**src/rtl/seq_magnitude_comparator_pkg.sv**
```systemverilog
// Shared types and constants for the digit-serial magnitude comparator.
// The state encoding lives here so the top and any observers agree on it.
package seq_magnitude_comparator_pkg;

  localparam int DIGIT_BITS = 2;

  typedef enum logic [1:0] {
    IDLE    = 2'd0,
    COMPARE = 2'd1,
    DONE    = 2'd2
  } state_t;

  // Width of the digit counter for a given operand width; one spare bit so
  // the load value WIDTH/DIGIT_BITS always fits.
  function automatic int cnt_width(input int width);
    return $clog2(width / DIGIT_BITS) + 1;
  endfunction

endpackage

```
**src/rtl/seq_magnitude_comparator_if.sv**
```systemverilog
// Start/done handshake plus operand and result bundle of the comparator.
// master drives the request, slave is the comparator itself.
interface seq_magnitude_comparator_if #(
  parameter int WIDTH = 8
);

  logic             start;
  logic [WIDTH-1:0] a;
  logic [WIDTH-1:0] b;
  logic             busy;
  logic             done;
  logic             lt;
  logic             eq;
  logic             gt;

  modport master (
    output start, a, b,
    input  busy, done, lt, eq, gt
  );

  modport slave (
    input  start, a, b,
    output busy, done, lt, eq, gt
  );

endinterface

```
**src/rtl/seq_magnitude_comparator_comparator_2bit.sv**
```systemverilog
// Combinational 2-bit unsigned comparator cell; exactly one of lt/eq/gt is high.
module comparator_2bit
  import seq_magnitude_comparator_pkg::*;
(
  input  logic [DIGIT_BITS-1:0] a,
  input  logic [DIGIT_BITS-1:0] b,
  output logic                  lt,
  output logic                  eq,
  output logic                  gt
);

  logic [DIGIT_BITS-1:0] bit_eq;

  generate
    for (genvar gi = 0; gi < DIGIT_BITS; gi++) begin : g_bit_eq
      assign bit_eq[gi] = ~(a[gi] ^ b[gi]);
    end
  endgenerate

  // The upper bit decides unless it ties, then the lower bit decides.
  assign eq = &bit_eq;
  assign gt = (a[1] & ~b[1]) | (bit_eq[1] & a[0] & ~b[0]);
  assign lt = ~eq & ~gt;

endmodule

```
**src/rtl/seq_magnitude_comparator.sv**
```systemverilog
// Digit-serial unsigned magnitude comparator: scans MSB-first, two bits per
// clock, and stops at the first unequal digit pair.
module seq_magnitude_comparator
  import seq_magnitude_comparator_pkg::*;
#(
  parameter int WIDTH = 8
) (
  input  logic                       clk,
  input  logic                       rst,
  seq_magnitude_comparator_if.slave  bus
);

  localparam int                CNT_W    = cnt_width(WIDTH);
  localparam logic [CNT_W-1:0]  CNT_LOAD = CNT_W'(WIDTH / DIGIT_BITS);
  localparam logic [CNT_W-1:0]  CNT_LAST = CNT_W'(1);

  generate
    if (WIDTH < DIGIT_BITS || (WIDTH % DIGIT_BITS) != 0) begin : g_bad_width
      $error("seq_magnitude_comparator: WIDTH must be even and >= 2");
    end
  endgenerate

  state_t             state_reg, state_next;
  logic [WIDTH-1:0]   sa_reg, sa_next;
  logic [WIDTH-1:0]   sb_reg, sb_next;
  logic [CNT_W-1:0]   cnt_reg, cnt_next;
  logic               lt_reg, lt_next;
  logic               eq_reg, eq_next;
  logic               gt_reg, gt_next;

  logic               cell_lt, cell_eq, cell_gt;

  comparator_2bit u_cell (
    .a  (sa_reg[WIDTH-1 -: DIGIT_BITS]),
    .b  (sb_reg[WIDTH-1 -: DIGIT_BITS]),
    .lt (cell_lt),
    .eq (cell_eq),
    .gt (cell_gt)
  );

  always_ff @(posedge clk) begin
    if (rst) begin
      state_reg <= IDLE;
      sa_reg    <= '0;
      sb_reg    <= '0;
      cnt_reg   <= '0;
      lt_reg    <= 1'b0;
      eq_reg    <= 1'b0;
      gt_reg    <= 1'b0;
    end else begin
      state_reg <= state_next;
      sa_reg    <= sa_next;
      sb_reg    <= sb_next;
      cnt_reg   <= cnt_next;
      lt_reg    <= lt_next;
      eq_reg    <= eq_next;
      gt_reg    <= gt_next;
    end
  end

  always_comb begin
    state_next = state_reg;
    sa_next    = sa_reg;
    sb_next    = sb_reg;
    cnt_next   = cnt_reg;
    lt_next    = lt_reg;
    eq_next    = eq_reg;
    gt_next    = gt_reg;

    unique case (state_reg)
      IDLE: begin
        if (bus.start) begin
          sa_next    = bus.a;
          sb_next    = bus.b;
          cnt_next   = CNT_LOAD;
          lt_next    = 1'b0;
          eq_next    = 1'b0;
          gt_next    = 1'b0;
          state_next = COMPARE;
        end
      end

      COMPARE: begin
        if (!cell_eq) begin
          lt_next    = cell_lt;
          gt_next    = cell_gt;
          eq_next    = 1'b0;
          state_next = DONE;
        end else if (cnt_reg == CNT_LAST) begin
          // Last digit tied: checked before the decrement so cnt never wraps.
          eq_next    = 1'b1;
          state_next = DONE;
        end else begin
          sa_next  = sa_reg << DIGIT_BITS;
          sb_next  = sb_reg << DIGIT_BITS;
          cnt_next = cnt_reg - CNT_LAST;
        end
      end

      DONE: begin
        state_next = IDLE;
      end

      default: begin
        state_next = IDLE;
      end
    endcase
  end

  assign bus.busy = (state_reg != IDLE);
  assign bus.done = (state_reg == DONE);
  assign bus.lt   = lt_reg;
  assign bus.eq   = eq_reg;
  assign bus.gt   = gt_reg;

endmodule

```
**src/flat_wrapper.sv**
```systemverilog
// flat-port wrapper written by rule: the top's interface ports become plain ports
module seq_magnitude_comparator_flat import seq_magnitude_comparator_pkg::*;
#(
  parameter int WIDTH = 8
)
  (clk, rst, bus_start, bus_a, bus_b, bus_busy, bus_done, bus_lt, bus_eq, bus_gt);
  seq_magnitude_comparator_if #(.WIDTH(WIDTH)) bus_i ();
  input  logic clk;
  input  logic rst;
  input wire logic [$bits(bus_i.start)-1:0] bus_start;
  input wire logic [$bits(bus_i.a)-1:0] bus_a;
  input wire logic [$bits(bus_i.b)-1:0] bus_b;
  output wire logic [$bits(bus_i.busy)-1:0] bus_busy;
  output wire logic [$bits(bus_i.done)-1:0] bus_done;
  output wire logic [$bits(bus_i.lt)-1:0] bus_lt;
  output wire logic [$bits(bus_i.eq)-1:0] bus_eq;
  output wire logic [$bits(bus_i.gt)-1:0] bus_gt;
  assign bus_i.start = bus_start;
  assign bus_i.a = bus_a;
  assign bus_i.b = bus_b;
  assign bus_busy = bus_i.busy;
  assign bus_done = bus_i.done;
  assign bus_lt = bus_i.lt;
  assign bus_eq = bus_i.eq;
  assign bus_gt = bus_i.gt;
  seq_magnitude_comparator #(.WIDTH(WIDTH)) u_core (.clk(clk), .rst(rst), .bus(bus_i));
endmodule
```
**config.mk**
```make
export PLATFORM = sky130hd
export DESIGN_NAME = seq_magnitude_comparator_flat
export DESIGN_NICKNAME = d
export VERILOG_FILES = /design/src/rtl/seq_magnitude_comparator_pkg.sv /design/src/rtl/seq_magnitude_comparator_if.sv /design/src/rtl/seq_magnitude_comparator_comparator_2bit.sv /design/src/rtl/seq_magnitude_comparator.sv /design/src/flat_wrapper.sv
export SDC_FILE = /design/constraint.sdc
export NUM_CORES = 1
export LEC_CHECK = 0
export CAP_MARGIN = 40
export CELL_PAD_IN_SITES_DETAIL_PLACEMENT = 1
export CELL_PAD_IN_SITES_GLOBAL_PLACEMENT = 1
export CORE_MARGIN = 2
export CORE_UTILIZATION = 38
export DETAILED_ROUTE_END_ITERATION = 10
export MAX_ROUTING_LAYER = met4
export PLACE_DENSITY_LB_ADDON = 0.1
export SYNTH_ARGS = -nofsm -noshare
export SYNTH_HDL_FRONTEND = slang
export SYNTH_HIERARCHICAL = 1
export SYNTH_SLANG_ARGS = --single-unit
```
**constraint.sdc**
```tcl
create_clock -name clk -period 2.16 [get_ports clk]
set_input_delay 0.432 -clock clk [delete_from_list [all_inputs] [get_ports clk]]
set_output_delay 0.432 -clock clk [all_outputs]
set_load 0.02 [all_outputs]
```
==> run metrics <==
Worst slew margin 0.674; Gate Count Post-Synth 123; setup tns final 0 ps; pwr/cell area 860 nW/um^2; Mapped Nets 145; initial core utilization 0.397; later-pin clock latency in the skew report 320 ps; diodes inserted 0; DRC errors left 0; register bit total from synthesis 24; final max-slew violation count 0; worst slew pin tran 487 ps; Seq/Total Area, Yosys 0.397; Int Power 904 uW; Crit. End Element output port; Hold Fails Final Rpt 0; critical setup path kind reg2out; Die X-Extent 60.5 um; CORE AREA 3050 um^2; max cap viols 0; H-tree depth 1; Pre-antenna DRT Iters 4; synth unique cells 27; clock transition at the registers of the reported paths 140 ps; port buffer count 23; vias in the first global route 1001; Comb power frac 0.340; CP top delay family buffers and inverters; largest net degree at the start of global routing 25; CTS Buffer Depth 2; wire length per cell 13.5 um; DRT iter0 DRCs 31; commonest non-fill, non-tap cell in the layout dfxtp_1; Hold/Removal Path Class reg2reg; DIE HEIGHT 60.5 um; initial antenna violation count 0; CTS root buf clkbuf_4; site row count 20; crit path DAT 1540 ps; Leakage 0.000562 uW; total gr overflow 0; HPWL after DPL 2090 um; Setup crit start kind register; Critical Path RT 1730 ps; clk sinks 24; vias per inst 5.01; Achievable Freq 507 MHz; largest fanout on the critical path 6; CP Cell Sequence nor2b_1 > clkdlybuf4s50_1; Reg power frac 0.415; Post-CTS Setup Bufs 0; most frequent cells in the layout 24 x dfxtp_1, 23 x clkdlybuf4s50_1, 12 x mux2i_1, 12 x a211oi_2, 11 x nor2_1; status finished, final reports clean; DP Worst Slack 140 ps; DRT antenna net count 0; Ys Warns 6; layout cells sized above 1 0.228; die area 3650 um^2; NumNets Final 172; GPL Wtd Cong 0.731; RSZ-0062 raised after global routing false; Vias 967; area delta synth->final 27.9%; total CTS buffers 3; Tcrit/Tclk final 0.914; sw frac 0.321; syn avg cell area 9.85 um^2; fill count 358; Clock power frac 0.244; Post-Syn Area 1210 um^2; hold buffer count at CTS 0; CTS resizes 0; reg2reg setup slack 320 ps; Total GRT Usage 0.171; first-pass GRT wire length 4540 um; crit path max-delay cell type clkdlybuf4s50_1; Routed Wire Length 2610 um; CTS tree built; switching pwr 428 uW; Final setup violation count 0; io pins 24; CP bufs+invs 1; final setup skew 7.68 ps; post-route worst setup slack 187 ps; minimum clock period 1970 ps; Max VDD drop 0.319 mV; Slowest Stage Delay on Critical Path 610 ps
-- final timing paths --
| kind | endpoint | depth (start not counted) | from |
|---|---|---|---|
| hold / removal | u_core/bus.gt$_SDFFE_PP0P_ | 2 | u_core/bus.gt$_SDFFE_PP0P_ |
| setup / recovery | bus_done | 2 | u_core/state_reg[1]$_SDFFE_PP0P_ |
| hold reg to reg | u_core/bus.gt$_SDFFE_PP0P_ | 2 | u_core/bus.gt$_SDFFE_PP0P_ |
| setup reg to reg | u_core/bus.lt$_SDFFE_PP0P_ | 7 | u_core/sb_reg[7]$_SDFFE_PP0P_ |
-- kinds of logic after synthesis --
kind of cell / after synthesis / synth area share
simple gates: 43 / 0.193
mux: 12 / 0.0992
fa+ha+maj: 3 / 0.0310
compound gates: 29 / 0.224
flops: 24 / 0.397
buf+inv: 12 / 0.0558
-- power by group through the flow --
| stage | sequential (uW) | clock, uW | combinational [uW] |
|---|---|---|---|
| finish | 553 | 326 | 454 |
| floorplan | 556 | 0 | 352 |
| global placement | 561 | 0 | 445 |
| global route | 563 | 354 | 505 |
| CTS | 555 | 345 | 461 |
| detailed placement | 564 | 0 | 460 |
-- routing by layer --
layer,part of all wire,up-vias,routed length (um),GRT usage
met1,0.45,466,1180,0.204
met5,0,-,0,-
met4,0.0038,0,10,0.0559
met2,0.52,9,1360,0.300
li1,-,490,-,-
met3,0.021,2,56,0.0192
-- worst min-delay path, cell delays in order (launching register included) --
cell and delay, ps:
dfxtp_1 330, nand2b_1 70, a21oi_1 50
-- cells in the mapped netlist --
cell | number | area share
a41o_1 | 1 | 0.0083
nand2b_1 | 7 | 0.036
o21bai_1 | 2 | 0.012
a211oi_2 | 12 | 0.12
ha_1 | 3 | 0.031
nor2_2 | 8 | 0.041
inv_1 | 4 | 0.012
and3_1 | 1 | 0.0052
nand3_1 | 4 | 0.017
dfxtp_1 | 24 | 0.40
nand2_1 | 4 | 0.012
nand4b_1 | 1 | 0.0072
a31oi_1 | 3 | 0.015
buf_8 | 1 | 0.012
or2_2 | 1 | 0.0052
nor2b_1 | 2 | 0.010
a31o_4 | 1 | 0.014
buf_2 | 3 | 0.012
clkbuf_1 | 3 | 0.0093
nor3b_2 | 1 | 0.010
nand4_1 | 2 | 0.010
buf_6 | 1 | 0.0093
nor3_1 | 1 | 0.0041
mux2i_1 | 12 | 0.099
a21oi_1 | 6 | 0.025
a22oi_1 | 4 | 0.025
nor2_1 | 11 | 0.034
-- final cells by class --
| type | count | area, um^2 | share of cell area |
|---|---|---|---|
| Clock inverter | 1 | 30.0 | 0.0194 |
| Tap cell | 44 | 55.1 | 0.0355 |
| Clock buffer | 3 | 22.5 | 0.0145 |
| Timing Repair Buffer | 30 | 283 | 0.183 |
| Sequential cell | 24 | 480 | 0.310 |
| Multi-Input combinational cell | 87 | 663 | 0.428 |
| Inverter | 4 | 15.0 | 0.00969 |
-- through the flow --
| stage | util | std cells | hold slack [ps] | total power, uW | area (um^2) |
|---|---|---|---|---|---|
| after floorplan | - | 123 | 465 | 909 | 1210 |
| after global placement | 0.490 | 189 | 458 | 1010 | 1500 |
| after detailed placement | 0.490 | 189 | 468 | 1020 | 1500 |
| after CTS | 0.507 | 193 | 487 | 1360 | 1550 |
| after global routing | 0.507 | 193 | 506 | 1420 | 1550 |
| final | 0.507 | 193 | 484 | 1330 | 1550 |
Power figures use the tool's default switching activity.
